## src/rtl/udt_tx_arbiter_if.sv

```systemverilog
// ---------------------------------------------------------------------------
// udt_tx_arbiter_if
//   One AXI-Stream style packet bundle (tdata/tkeep/tvalid/tlast + tready).
//   master : the side that drives data and takes tready back
//   slave  : the side that receives data and drives tready
// Parameters
//   DATA_W : tdata width in bits
//   KEEP_W : tkeep width, DATA_W/8
// ---------------------------------------------------------------------------
interface udt_tx_arbiter_if #(
  parameter int DATA_W = 64,
  parameter int KEEP_W = 8
);
  logic [DATA_W-1:0] tdata;
  logic [KEEP_W-1:0] tkeep;
  logic              tvalid;
  logic              tlast;
  logic              tready;

  modport master (output tdata, output tkeep, output tvalid, output tlast, input  tready);
  modport slave  (input  tdata, input  tkeep, input  tvalid, input  tlast, output tready);
endinterface

```

## src/rtl/udt_tx_arbiter.sv

```systemverilog
// ---------------------------------------------------------------------------
// udt_tx_arbiter
//   Merges three packet sources (handshake, control, data) onto one transmit
//   stream. A grant is taken in IDLE and held for a whole packet; after the
//   tlast beat is accepted the FSM returns to IDLE for one bubble cycle.
//   Priority is hs > ctrl > data, except that after MAX_CTRL_BURST hs/ctrl
//   grants made while data was waiting, data is forced through once.
//
// Ports
//   clk        : clock, rising edge
//   core_rst_n : asynchronous active-low reset
//   hs         : handshake-response source   (slave modport)
//   ctrl       : ACK/NAK/keepalive source     (slave modport)
//   data       : data packet source           (slave modport)
//   req        : merged transmit stream       (master modport)
//   data_en    : data source eligibility for new grants
//   grant      : current owner, 0 none / 1 hs / 2 ctrl / 3 data
//   hs_pkt_cnt, ctrl_pkt_cnt, data_pkt_cnt : 32-bit completed-packet
//                counters, present only with UDT_TX_ARB_STATS_EN defined
//
// Optional feature macro: UDT_TX_ARB_STATS_EN
// ---------------------------------------------------------------------------
module udt_tx_arbiter #(
  parameter int DATA_W         = 64,
  parameter int KEEP_W         = 8,
  parameter int MAX_CTRL_BURST = 4    // legal 1..15
) (
  input  logic                    clk,
  input  logic                    core_rst_n,
  udt_tx_arbiter_if.slave         hs,
  udt_tx_arbiter_if.slave         ctrl,
  udt_tx_arbiter_if.slave         data,
  udt_tx_arbiter_if.master        req,
  input  logic                    data_en,
  output logic [1:0]              grant
`ifdef UDT_TX_ARB_STATS_EN
  ,
  output logic [31:0]             hs_pkt_cnt,
  output logic [31:0]             ctrl_pkt_cnt,
  output logic [31:0]             data_pkt_cnt
`endif
);

  // State encoding doubles as the grant output.
  typedef enum logic [1:0] {
    S_IDLE = 2'd0,
    S_HS   = 2'd1,
    S_CTRL = 2'd2,
    S_DATA = 2'd3
  } state_e;

  // Payload carried through the mux (tvalid/tready handled separately).
  typedef struct packed {
    logic [DATA_W-1:0] tdata;
    logic [KEEP_W-1:0] tkeep;
    logic              tlast;
  } beat_t;

  localparam logic [3:0] BURST_MAX = 4'(MAX_CTRL_BURST);

  state_e     state_q, state_d;
  logic [3:0] burst_q, burst_d;

  beat_t hs_beat, ctrl_beat, data_beat, own_beat;
  logic  data_elig;
  logic  force_data;
  logic  pkt_done;

  assign hs_beat   = {hs.tdata,   hs.tkeep,   hs.tlast};
  assign ctrl_beat = {ctrl.tdata, ctrl.tkeep, ctrl.tlast};
  assign data_beat = {data.tdata, data.tkeep, data.tlast};

  assign data_elig  = data.tvalid & data_en;
  // Anti-starvation: data jumps the queue once the burst budget is used up.
  assign force_data = data_elig && (burst_q == BURST_MAX);

  // req.tvalid is only ever the owner's tvalid, and 0 in IDLE, so this is
  // exactly "owner tvalid & tlast & req_tready while granted".
  assign pkt_done = req.tvalid & req.tlast & req.tready;

  // -------------------------------------------------------------------------
  // State register
  // -------------------------------------------------------------------------
  always_ff @(posedge clk or negedge core_rst_n) begin
    if (!core_rst_n) begin
      state_q <= S_IDLE;
      burst_q <= 4'd0;
    end else begin
      state_q <= state_d;
      burst_q <= burst_d;
    end
  end

  // -------------------------------------------------------------------------
  // Next-state logic
  // -------------------------------------------------------------------------
  always_comb begin
    state_d = state_q;
    burst_d = burst_q;
    unique case (state_q)
      S_IDLE: begin
        if (force_data)       state_d = S_DATA;
        else if (hs.tvalid)   state_d = S_HS;
        else if (ctrl.tvalid) state_d = S_CTRL;
        else if (data_elig)   state_d = S_DATA;

        // Burst count only tracks hs/ctrl grants that actually made data wait.
        if (state_d != S_IDLE) begin
          if (state_d == S_DATA || !data_elig) burst_d = 4'd0;
          else                                 burst_d = burst_q + 4'd1;
        end
      end
      S_HS, S_CTRL, S_DATA: begin
        if (pkt_done) state_d = S_IDLE;
      end
      default: state_d = S_IDLE;
    endcase
  end

  // -------------------------------------------------------------------------
  // Output logic: purely combinational mux from the owner
  // -------------------------------------------------------------------------
  always_comb begin
    own_beat    = '0;
    req.tvalid  = 1'b0;
    hs.tready   = 1'b0;
    ctrl.tready = 1'b0;
    data.tready = 1'b0;
    unique case (state_q)
      S_HS: begin
        own_beat   = hs_beat;
        req.tvalid = hs.tvalid;
        hs.tready  = req.tready;
      end
      S_CTRL: begin
        own_beat    = ctrl_beat;
        req.tvalid  = ctrl.tvalid;
        ctrl.tready = req.tready;
      end
      S_DATA: begin
        own_beat    = data_beat;
        req.tvalid  = data.tvalid;
        data.tready = req.tready;
      end
      default: ;
    endcase
    req.tdata = own_beat.tdata;
    req.tkeep = own_beat.tkeep;
    req.tlast = own_beat.tlast;
    grant     = state_q;
  end

`ifdef UDT_TX_ARB_STATS_EN
  // -------------------------------------------------------------------------
  // Completed-packet counters, free-running with natural wrap
  // -------------------------------------------------------------------------
  logic [31:0] hs_cnt_q, ctrl_cnt_q, data_cnt_q;

  always_ff @(posedge clk or negedge core_rst_n) begin
    if (!core_rst_n) begin
      hs_cnt_q   <= 32'd0;
      ctrl_cnt_q <= 32'd0;
      data_cnt_q <= 32'd0;
    end else if (pkt_done) begin
      unique case (state_q)
        S_HS:    hs_cnt_q   <= hs_cnt_q   + 32'd1;
        S_CTRL:  ctrl_cnt_q <= ctrl_cnt_q + 32'd1;
        S_DATA:  data_cnt_q <= data_cnt_q + 32'd1;
        default: ;
      endcase
    end
  end

  assign hs_pkt_cnt   = hs_cnt_q;
  assign ctrl_pkt_cnt = ctrl_cnt_q;
  assign data_pkt_cnt = data_cnt_q;
`endif

endmodule

```

## src/flat_wrapper.sv

```systemverilog
// flat-port wrapper written by rule: the top's interface ports become plain ports
module udt_tx_arbiter_flat 
#(
  parameter int DATA_W         = 64,
  parameter int KEEP_W         = 8,
  parameter int MAX_CTRL_BURST = 4                  
)
  (clk, core_rst_n, data_en, grant, hs_tdata, hs_tkeep, hs_tvalid, hs_tlast, hs_tready, ctrl_tdata, ctrl_tkeep, ctrl_tvalid, ctrl_tlast, ctrl_tready, data_tdata, data_tkeep, data_tvalid, data_tlast, data_tready, req_tdata, req_tkeep, req_tvalid, req_tlast, req_tready);
  udt_tx_arbiter_if #(.DATA_W(DATA_W), .KEEP_W(KEEP_W)) hs_i ();
  udt_tx_arbiter_if #(.DATA_W(DATA_W), .KEEP_W(KEEP_W)) ctrl_i ();
  udt_tx_arbiter_if #(.DATA_W(DATA_W), .KEEP_W(KEEP_W)) data_i ();
  udt_tx_arbiter_if #(.DATA_W(DATA_W), .KEEP_W(KEEP_W)) req_i ();
  input  logic clk;
  input  logic core_rst_n;
  input  logic data_en;
  output logic [1:0] grant;
  input wire logic [$bits(hs_i.tdata)-1:0] hs_tdata;
  input wire logic [$bits(hs_i.tkeep)-1:0] hs_tkeep;
  input wire logic [$bits(hs_i.tvalid)-1:0] hs_tvalid;
  input wire logic [$bits(hs_i.tlast)-1:0] hs_tlast;
  output wire logic [$bits(hs_i.tready)-1:0] hs_tready;
  input wire logic [$bits(ctrl_i.tdata)-1:0] ctrl_tdata;
  input wire logic [$bits(ctrl_i.tkeep)-1:0] ctrl_tkeep;
  input wire logic [$bits(ctrl_i.tvalid)-1:0] ctrl_tvalid;
  input wire logic [$bits(ctrl_i.tlast)-1:0] ctrl_tlast;
  output wire logic [$bits(ctrl_i.tready)-1:0] ctrl_tready;
  input wire logic [$bits(data_i.tdata)-1:0] data_tdata;
  input wire logic [$bits(data_i.tkeep)-1:0] data_tkeep;
  input wire logic [$bits(data_i.tvalid)-1:0] data_tvalid;
  input wire logic [$bits(data_i.tlast)-1:0] data_tlast;
  output wire logic [$bits(data_i.tready)-1:0] data_tready;
  output wire logic [$bits(req_i.tdata)-1:0] req_tdata;
  output wire logic [$bits(req_i.tkeep)-1:0] req_tkeep;
  output wire logic [$bits(req_i.tvalid)-1:0] req_tvalid;
  output wire logic [$bits(req_i.tlast)-1:0] req_tlast;
  input wire logic [$bits(req_i.tready)-1:0] req_tready;
  assign hs_i.tdata = hs_tdata;
  assign hs_i.tkeep = hs_tkeep;
  assign hs_i.tvalid = hs_tvalid;
  assign hs_i.tlast = hs_tlast;
  assign hs_tready = hs_i.tready;
  assign ctrl_i.tdata = ctrl_tdata;
  assign ctrl_i.tkeep = ctrl_tkeep;
  assign ctrl_i.tvalid = ctrl_tvalid;
  assign ctrl_i.tlast = ctrl_tlast;
  assign ctrl_tready = ctrl_i.tready;
  assign data_i.tdata = data_tdata;
  assign data_i.tkeep = data_tkeep;
  assign data_i.tvalid = data_tvalid;
  assign data_i.tlast = data_tlast;
  assign data_tready = data_i.tready;
  assign req_tdata = req_i.tdata;
  assign req_tkeep = req_i.tkeep;
  assign req_tvalid = req_i.tvalid;
  assign req_tlast = req_i.tlast;
  assign req_i.tready = req_tready;
  udt_tx_arbiter #(.DATA_W(DATA_W), .KEEP_W(KEEP_W), .MAX_CTRL_BURST(MAX_CTRL_BURST)) u_core (.clk(clk), .core_rst_n(core_rst_n), .hs(hs_i), .ctrl(ctrl_i), .data(data_i), .req(req_i), .data_en(data_en), .grant(grant));
endmodule
```

## config.mk

```make
export PLATFORM = sky130hd
export DESIGN_NAME = udt_tx_arbiter_flat
export DESIGN_NICKNAME = d
export VERILOG_FILES = /design/src/rtl/udt_tx_arbiter_if.sv /design/src/rtl/udt_tx_arbiter.sv /design/src/flat_wrapper.sv
export SDC_FILE = /design/constraint.sdc
export NUM_CORES = 1
export LEC_CHECK = 0
export CORE_AREA = 4 4 116 118
export CTS_CLUSTER_SIZE = 10
export DETAILED_ROUTE_END_ITERATION = 10
export DIE_AREA = 0 0 120 122
export MAX_ROUTING_LAYER = met4
export PLACE_DENSITY = 0.65
export SLEW_MARGIN = 20
export SYNTH_ARGS = -nofsm -noshare
export SYNTH_HDL_FRONTEND = slang
export SYNTH_SLANG_ARGS = --single-unit
```

## constraint.sdc

```tcl
create_clock -name clk -period 4 [get_ports clk]
set_input_delay 0.8 -clock clk [delete_from_list [all_inputs] [get_ports clk]]
set_output_delay 0.8 -clock clk [all_outputs]
set_load 0.005 [all_outputs]
```

==> flow_summary.ini, run 1 <==
[run_status]
outcome = finished clean

[layout]
area_growth_pct = 162
drive_above_1_share_pct = 17.3
fin_nets = 732
finalNonFillerCells = 675
antenna_cells = 0
design_area_sq_mm = 0.00527
num-fill-cells = 1241

[cts]
cts_max_path_buffers = 2
cts.clk_slew.worst_paths_ps = 40
cts.sinks = 6
htree_levels = 1
numCtsBuffers = 3
cts_tree = yes
cts-root-buf = clkbuf_16
cts_resized = 0
hold_buffers = 0
post_cts_buffers = 0
clock_latency_ps = 230

[critical_path]
cp-start-kind = register
path_max_fanout = 43
crit_family = buffers and inverters
max_stage_delay_ps = 790
r2r_setup_slack_ps = 1740
arrival_ps = 2500
cp_slowest_cell = dfrtp_4
cp_num_buf_inv = 2
crit_chain = nor2b_4 -> buf_4 -> a22o_1 -> clkdlybuf4s50_1
required_ps = 3200
crit_type = reg -> out
critPathCaptureType = output port

[synth]
synth_warnings = 0
synth_xor_area_share_pct = 0
synth_top_family_by_area = multiplexers
synthAdderAreaFrac_pct = 1.25
syn_area_sq_mm = 0.00201
synth-compound-area-share_pct = 36.1
ys_types = 30
synth_mux_area_share_pct = 42.0
syn_inst = 217
syn-num-nets = 445
ys_ff_latch = 6
synth_simple_gate_area_share_pct = 5.60
avgSynthCellArea_sq_um = 9.26
ys_seq_area_share_pct = 7.47

[global_route]
grt.total_usage_pct = 15.2
met2_usage_pct = 27.9
busiest_layer = met2
use_met3_pct = 3.25
grt_pass1_wl_um = 17200
grt_max_degree = 49
first_global_vias = 3234
antenna_found_initial = 0
met1_usage_pct = 16.9
grt_overflow = 0

[route]
vias_per_cell = 4.45
drt_wl_total_um = 11800
wl_per_cell_um = 17.5
ant_nets = 0
drt_iter0_drc = 39
drc = 0
first_pass_iters = 4
vias = 3001

[floorplan]
fp.dieH_um = 122
die_area_sq_mm = 0.0146
rows = 41
fp.dieW_um = 120
ios = 305
coreArea_sq_mm = 0.0125
start_util_pct = 16.1

[sta]
fin_skew_ps = 1.54
relSlewSlack_pct = 50.8
tns_ps = 0
fmax_mhz = 303
fin_crit_ps = 3300
timing.final.crit_share_pct = 82.6
setup_viol = 0
finalMaxSlewViolations = 0
rsz0062_at_grt = false
tightest_slew_ps = 738
hold_viol_final = 0

[power]
p_per_area_mw_per_mm2 = 533
vdd.ir_drop.worst_v = 0.000283
leakage_uw = 0.00202

[place]
placedCellCount = 671
io_buffers = 304
dpl_cell_area_sq_mm = 0.00519
gp_congestion = 0.892
hpwl_um = 9780

[min_path]
hp-class = reg -> reg

[job]
max_cap_violations = 0
==> per-stage QoR <==
step,hold WS (ps),power (uW),worst slack [ps],util (%)
3_5_place_dp,527,2650,935,41.7
3_3_place_gp,501,2640,929,41.7
5_1_grt,569,2990,568,42.3
4_1_cts,537,2850,670,42.3
6_report,540,2810,695,42.3
2_1_floorplan,473,1350,1880,-
==> state kept, by name (all words and copies together) (netlist names) <==
signal / cells
u_core.grant: 2
u_core.burst_q: 4
==> worst paths after layout <==
check,cells past startpoint,endpoint,from
worst max-delay path,4,req_tlast,u_core.grant[0]$_DFFE_PN0P_
worst min-delay path,1,u_core.burst_q[2]$_DFFE_PN0P_,u_core.burst_q[2]$_DFFE_PN0P_
worst max register to register,5,u_core.grant[1]$_DFFE_PN0P_,u_core.grant[0]$_DFFE_PN0P_
worst min register to register,1,u_core.burst_q[2]$_DFFE_PN0P_,u_core.burst_q[2]$_DFFE_PN0P_
max in group asynchronous,1,u_core.grant[0]$_DFFE_PN0P_,core_rst_n
min in group asynchronous,1,u_core.burst_q[2]$_DFFE_PN0P_,core_rst_n
==> area by class of cell <==
cell class              instances  area [sq um]  area share (%)
flip-flops and latches          6           155            2.94
clock buffers                   4          78.8            1.50
repair buffers                308          3100            58.8
inverters                       3          11.3           0.214
well taps                     172           215            4.08
multi-input cells             182          1710            32.5
==> routing by layer <==
layer / vias to the layer above / wire length, um
met4: 0 / 219
met1: 1345 / 4660
met3: 18 / 984
met5: - / 0
li1: 1449 / -
met2: 189 / 5950
==> synth_stat cells (all sizes together) <==
master    n  area share (%)
mux2     74              41
a22o     73              32
buf      19             5.8
clkbuf    7             1.3
a21oi     6             1.7
dfrtp     6             7.5
nand2     5            0.93
inv       3            0.56
nor2      3            0.56
ha        2             1.2
nand3     2            0.50
nand3b    2            0.75
nor3      2             1.1
o21ai     2            0.50
a21o      1            0.37
a221oi    1            0.44
a31oi     1            0.31
a32o      1            0.50
and3      1            0.31
and3b     1            0.44
mux2i     1            0.50
nand2b    1            0.31
nor2b     1            0.31
o2bb2ai   1            0.44
or2       1            0.44
==> logic make-up (layout without fill, tap and decap cells) <==
kind of cell,Yosys count,after routing
flops,6,6
mux,75,75
simple gates,19,19
compound gates,86,86
buf+inv,29,315
fa+ha+maj,2,2
==> layout by cell type (no fill, tap or decap) <==
master	instances
clkdlybuf4s50_1	304
mux2_2	74
a22o_1	73
a21oi_1	5
nand2_1	5
dfrtp_1	4
inv_1	3
nor2_1	3
clkbuf_16	3
nand3_1	2
o21ai_0	2
nand3b_1	2
ha_1	2
buf_4	2
buf_12	2
nor2b_4	1
mux2i_1	1
a21oi_2	1
and3_1	1
and3b_1	1
or2_4	1
nor3_4	1
a21o_1	1
nor3_1	1
a32o_1	1
o2bb2ai_1	1
nand2b_1	1
a221oi_1	1
a31oi_1	1
clkbuf_1	1
dfrtp_4	1
dfrtp_2	1
==> power by group <==
part           total [uW]  switching, uW  internal, uW
logic                2400            815          1580
clock network         173           40.6           133
registers             240            156          83.8
total                2810           1010          1800
(Power assumes the default switching activity.)
==> run 2: changes to the inputs <==
Settings changed: CORE_AREA 4 4 116 118 to 4 4 115 117, DIE_AREA 0 0 120 122 to 0 0 119 121, PLACE_DENSITY 0.65 to 0.66.
Clock period 4 ns to 3.05 ns, I/O delays scaled along.
==> run 2 against run 1 <==
Via count is 2.6% higher. Cell area is 0.33% higher. Setup slack worse by 510 ps. Non-clock buffer count is 4 higher. Critical path depth stayed put. Utilization is 0.49 points higher. Die area is 1.6% lower. Clock power is 26% higher. Clock skew is 1.6 ps higher. Power is 32% higher. Register-to-register slack worse by 470 ps. Critical endpoint is now req_tdata[5].
==> flow_summary.ini, run 2 (synthesized netlist as in run 1, its figures left out) <==
[layout]
final_cell_mix = 304 x clkdlybuf4s50_1, 74 x mux2_2, 73 x a22o_1
final_core_util_pct = 42.8
fin_nets = 736
drive_above_1_share_pct = 17.9
multi_input_area_sq_mm = 0.00171
largest_reg_flops = 4
area_growth_pct = 163
antenna_cells = 0
finalNonFillerCells = 679
num-fill-cells = 1215
regArea_sq_um = 155
layout_commonest_cell = clkdlybuf4s50_1
largest-register = u_core.burst_q

[critical_path]
cp-startpoint = u_core.grant[0]$_DFFE_PN0P_
crit_chain = nor2b_4 -> buf_4 -> a22o_1 -> clkdlybuf4s50_1
arrival_ps = 2260
cp_num_cells = 4
r2r_start = u_core.grant[0]$_DFFE_PN0P_
cp-start-kind = register
cp_slowest_cell = dfrtp_4
r2r_setup_slack_ps = 1270
worst_r2r_endpoint = u_core.grant[1]$_DFFE_PN0P_
crit_family = buffers and inverters
cp_num_buf_inv = 2
required_ps = 2440
endpoint = req_tdata[5]
crit_type = reg -> out
max_stage_delay_ps = 620
r2r.worst_path.cells = 5
path_max_fanout = 36
critPathCaptureType = output port

[route]
vias = 3079
ant_nets = 0
drt_iter0_drc = 104
vias_per_cell = 4.53
first_pass_iters = 4
drt_wl_total_um = 12200
wl_per_cell_um = 18.0
drc = 0

[place]
hpwl_um = 10200
io_buffers = 304
placedCellCount = 675
gp_congestion = 0.970

[sta]
holdWs_ps = 523
rsz0062_at_grt = false
timing.final.crit_share_pct = 93.9
finalMaxSlewViolations = 0
tns_ps = 0
relSlewSlack_pct = 57.3
fmax_mhz = 349
hold_viol_final = 0
setup_viol = 0
tightest_slew_ps = 640
fin_crit_ps = 2870
fin_skew_ps = 3.12

[power]
leakage_uw = 0.00204
vdd.ir_drop.worst_v = 0.000303
p_per_area_mw_per_mm2 = 702
p_total_uw = 3720

[min_path]
hp-class = reg -> reg
hp-start = u_core.burst_q[2]$_DFFE_PN0P_

[cts]
cts.sinks = 6
numCtsBuffers = 3
htree_levels = 1
cts-root-buf = clkbuf_16
post_cts_buffers = 0
cts_tree = yes
clock_latency_ps = 230
cts_resized = 0
hold_buffers = 0
cts.clk_slew.worst_paths_ps = 30
cts_max_path_buffers = 2

[global_route]
grt_max_degree = 60
grt_overflow = 0
grt_pass1_wl_um = 18000
first_global_vias = 3359
antenna_found_initial = 0
grt.total_usage_pct = 16.0

[run_status]
outcome = finished clean

[floorplan]
rows = 41
start_util_pct = 16.3
coreArea_sq_mm = 0.0124
fp.dieW_um = 119
ios = 305
fp.dieH_um = 121
die_area_sq_mm = 0.0144

[job]
max_cap_violations = 0
==> run 2: cell types whose count changed in the layout (fill, tap and decap cells not counted), sizes merged <==
cell / delta
buf: +4
==> run 2: metal layers <==
metal | global-route usage [%] | share of wire [%] | vias to the layer above
li1 | - | - | 1450
met1 | 18.8 | 41 | 1431
met2 | 28.8 | 50 | 189
met3 | 3.45 | 7.9 | 9
met4 | 2.39 | 0.85 | 0
met5 | - | 0 | -
==> run 2: per-stage QoR <==
stage	cell area, sq um	setup WS [ps]
6_report	5290	185
5_1_grt	5290	81.8
4_1_cts	5290	183
3_5_place_dp	5210	439
3_3_place_gp	5210	456
2_1_floorplan	2010	1120
==> run 2: area by class of cell <==
| cell class | instances | area share, % |
|---|---|---|
| Sequential cell | 6 | 2.93 |
| Multi-Input combinational cell | 182 | 32.4 |
| Timing Repair Buffer | 312 | 58.9 |
| Tap cell | 172 | 4.07 |
| Clock buffer | 4 | 1.49 |
| Inverter | 3 | 0.213 |
==> run 2: where the power goes <==
group          switching [uW]  internal [uW]
clock                    44.6            173
sequential               81.5            113
combinational            1210           2090
==> run 2: worst min path at each step <==
stage,depth (start not counted),endpoint
2_1_floorplan,0,u_core.burst_q[0]$_DFFE_PN0P_
3_3_place_gp,1,u_core.burst_q[2]$_DFFE_PN0P_
3_5_place_dp,1,u_core.burst_q[2]$_DFFE_PN0P_
4_1_cts,1,u_core.burst_q[2]$_DFFE_PN0P_
5_1_grt,1,u_core.burst_q[2]$_DFFE_PN0P_
6_report,1,u_core.burst_q[2]$_DFFE_PN0P_
==> run 3: changes to the inputs <==
Settings changed: ABC_AREA from default to 1, CORE_AREA 4 4 115 117 to 4 4 116 118, DIE_AREA 0 0 119 121 to 0 0 120 122, PLACE_DENSITY 0.66 to 0.63.
==> run 3 against run 2 <==
Critical path depth increased by 2. First-iteration DRC count increased by 77%. Setup slack improved by 150 ps. Critical path type unchanged. Largest power group unchanged.
==> flow_summary.ini, run 3 <==
[run_status]
outcome = finished clean

[layout]
largest_reg_flops = 4
final_core_util_pct = 40.5
final_cell_mix = 304 x clkdlybuf4s50_1, 240 x nand2_1, 80 x nand3_1
largest-register = u_core.burst_q
layout_commonest_cell = clkdlybuf4s50_1
finalNonFillerCells = 841
area_growth_pct = 182
antenna_cells = 0
drive_above_1_share_pct = 2.69
fin_nets = 899
design_area_sq_mm = 0.00505

[cts]
cts_tree = yes
post_cts_buffers = 0
hold_buffers = 0
cts.sinks = 6
cts.clk_slew.worst_paths_ps = 30
cts_resized = 0
cts-root-buf = clkbuf_16
cts_max_path_buffers = 2
clock_latency_ps = 230
numCtsBuffers = 3
htree_levels = 1

[synth]
synth_mux_area_share_pct = 0
ys_ff_latch = 6
synth-compound-area-share_pct = 1.12
syn_area_sq_mm = 0.00179
ys_seq_area_share_pct = 8.39
ys_types = 18
synth_simple_gate_area_share_pct = 76.7
synthAdderAreaFrac_pct = 1.40
synth_largest_area_cell = nand2_1
syn_inst = 380
synth_area_leaders = nand2_1 50%, nand3_1 22%, dfrtp_1 8.4%
synthTopCellsByCount = 240 x nand2_1, 80 x nand3_1, 16 x buf_4, 7 x buf_2, 7 x inv_1
synth_warnings = 0
async_flop_share_pct = 100
synth_top_area_share_pct = 50.3
synth_top_family_by_area = simple AND/OR/NAND/NOR gates
syn-num-nets = 608
synth-edff-count = 0
synth_flop_cell = dfrtp_1
synth_most_common_cell = nand2_1
synth_xor_area_share_pct = 0.978
avgSynthCellArea_sq_um = 4.71

[critical_path]
critPathCaptureType = output port
crit_type = reg -> out
crit_chain = inv_2 -> nor2_4 -> buf_4 -> nand2_1 -> nand3_1 -> clkdlybuf4s50_1
required_ps = 2440
cp_slowest_cell = clkdlybuf4s50_1
arrival_ps = 2110
path_max_fanout = 35
cp-start-kind = register
max_stage_delay_ps = 550

[power]
switching_share_pct = 43.1
p_total_uw = 3480
power_frac_comb_pct = 89.9
p_int_uw = 1980
p_per_area_mw_per_mm2 = 689
vdd.ir_drop.worst_v = 0.000421
power_frac_seq_pct = 4.1
power.switching_uw = 1500
p_clk_share_pct = 6.1
leakage_uw = 0.00211

[job]
max_cap_violations = 0

[global_route]
grt_pass1_wl_um = 18100
grt.total_usage_pct = 15.6
antenna_found_initial = 0
first_global_vias = 3470
grt_max_degree = 42
grt_overflow = 0

[floorplan]
start_util_pct = 14.4
fp.dieH_um = 122
coreArea_sq_mm = 0.0125
fp.dieW_um = 120
die_area_sq_mm = 0.0146
ios = 305
rows = 41

[sta]
tightest_slew_ps = 387
finalMaxSlewViolations = 0
tns_ps = 0
fin_crit_ps = 2720
relSlewSlack_pct = 74.2
fmax_mhz = 368
setup_viol = 0
fin_skew_ps = 2.40
hold_viol_final = 0
timing.final.crit_share_pct = 89.1
rsz0062_at_grt = false

[route]
drc = 0
drt_wl_total_um = 12300
route.met3.wl_um = 1050
ant_nets = 0
wl_met2_um = 6240
vias_per_cell = 4.21
drt-met1-wl_um = 4950
drt_iter0_drc = 184
wl_per_cell_um = 14.7
top_layer = met4
vias = 3537
first_pass_iters = 4

[min_path]
hp-class = reg -> reg

[place]
dpl_cell_area_sq_mm = 0.00497
placedCellCount = 838
hpwl_um = 10300
io_buffers = 304
gp_congestion = 0.850
## run 3: cell types whose count changed in the layout (fill, tap and decap cells not counted), moves of 3 or more
| cell | previous run | this run |
|---|---|---|
| nand2_1 | 5 | 240 |
| nand3_1 | 2 | 80 |
| mux2_2 | 74 | 0 |
| a22o_1 | 73 | 0 |
| a21oi_1 | 5 | 0 |
| buf_4 | 7 | 3 |
| inv_1 | 3 | 7 |
| o21ai_1 | 0 | 4 |
| inv_2 | 0 | 3 |
## run 3: power by group through the flow
stage                     logic, uW  clock network [uW]  registers [uW]
after detailed placement       3170                   0             142
after global placement         3140                   0             136
after global routing           3390                 222             146
after CTS                      3200                 213             142
final                          3130                 211             142
after floorplan                1280                   0             132
## run 3: kinds of logic after synthesis
| family | after synthesis |
|---|---|
| adder cells (fa/ha/maj) | 2 |
| buffers and inverters | 34 |
| XOR/XNOR | 2 |
| flip-flops | 6 |
| AND/OR/NAND/NOR | 332 |
| AO/OA/AOI/OAI | 4 |
## run 3: metrics by stage
| stage | hold WS (ps) | setup WS [ps] |
|---|---|---|
| after floorplan | 314 | 1400 |
| after global placement | 520 | 500 |
| after detailed placement | 538 | 518 |
| after CTS | 549 | 278 |
| after global routing | 594 | 200 |
| final | 547 | 333 |
## run 3: cell type report
type | instances | area [sq um]
repair buffers | 310 | 3130
well taps | 172 | 215
inverters | 10 | 37.5
flip-flops and latches | 6 | 150
fillers | 1307 | 7420
clock buffers | 3 | 75.1
multi-input cells | 340 | 1450
## run 3: routing by layer
layer | vias up | global-route usage [%]
met3 | 10 | 3.06
met4 | 0 | 1.93
li1 | 1778 | -
met1 | 1554 | 18.4
met2 | 195 | 28.2
met5 | - | -
## run 3: final timing paths
path	from	to	slack [ps]	cells after the start
setup / recovery	u_core.grant[1]$_DFFE_PN0P_	req_tdata[33]	330	6
hold / removal	u_core.burst_q[3]$_DFFE_PN0P_	u_core.burst_q[3]$_DFFE_PN0P_	550	2
setup reg to reg	u_core.grant[1]$_DFFE_PN0P_	u_core.grant[0]$_DFFE_PN0P_	1510	8
hold reg to reg	u_core.burst_q[3]$_DFFE_PN0P_	u_core.burst_q[3]$_DFFE_PN0P_	550	2
max in group asynchronous	core_rst_n	u_core.burst_q[1]$_DFFE_PN0P_	2190	1
min in group asynchronous	core_rst_n	u_core.burst_q[3]$_DFFE_PN0P_	630	1
## run 3: worst max-delay path: cells and delay by family, from the launching register on
family                 cells  cell delay (ps)
DFF                        1              510
and+or+nand+nor            3              350
buffers and inverters      3             1000
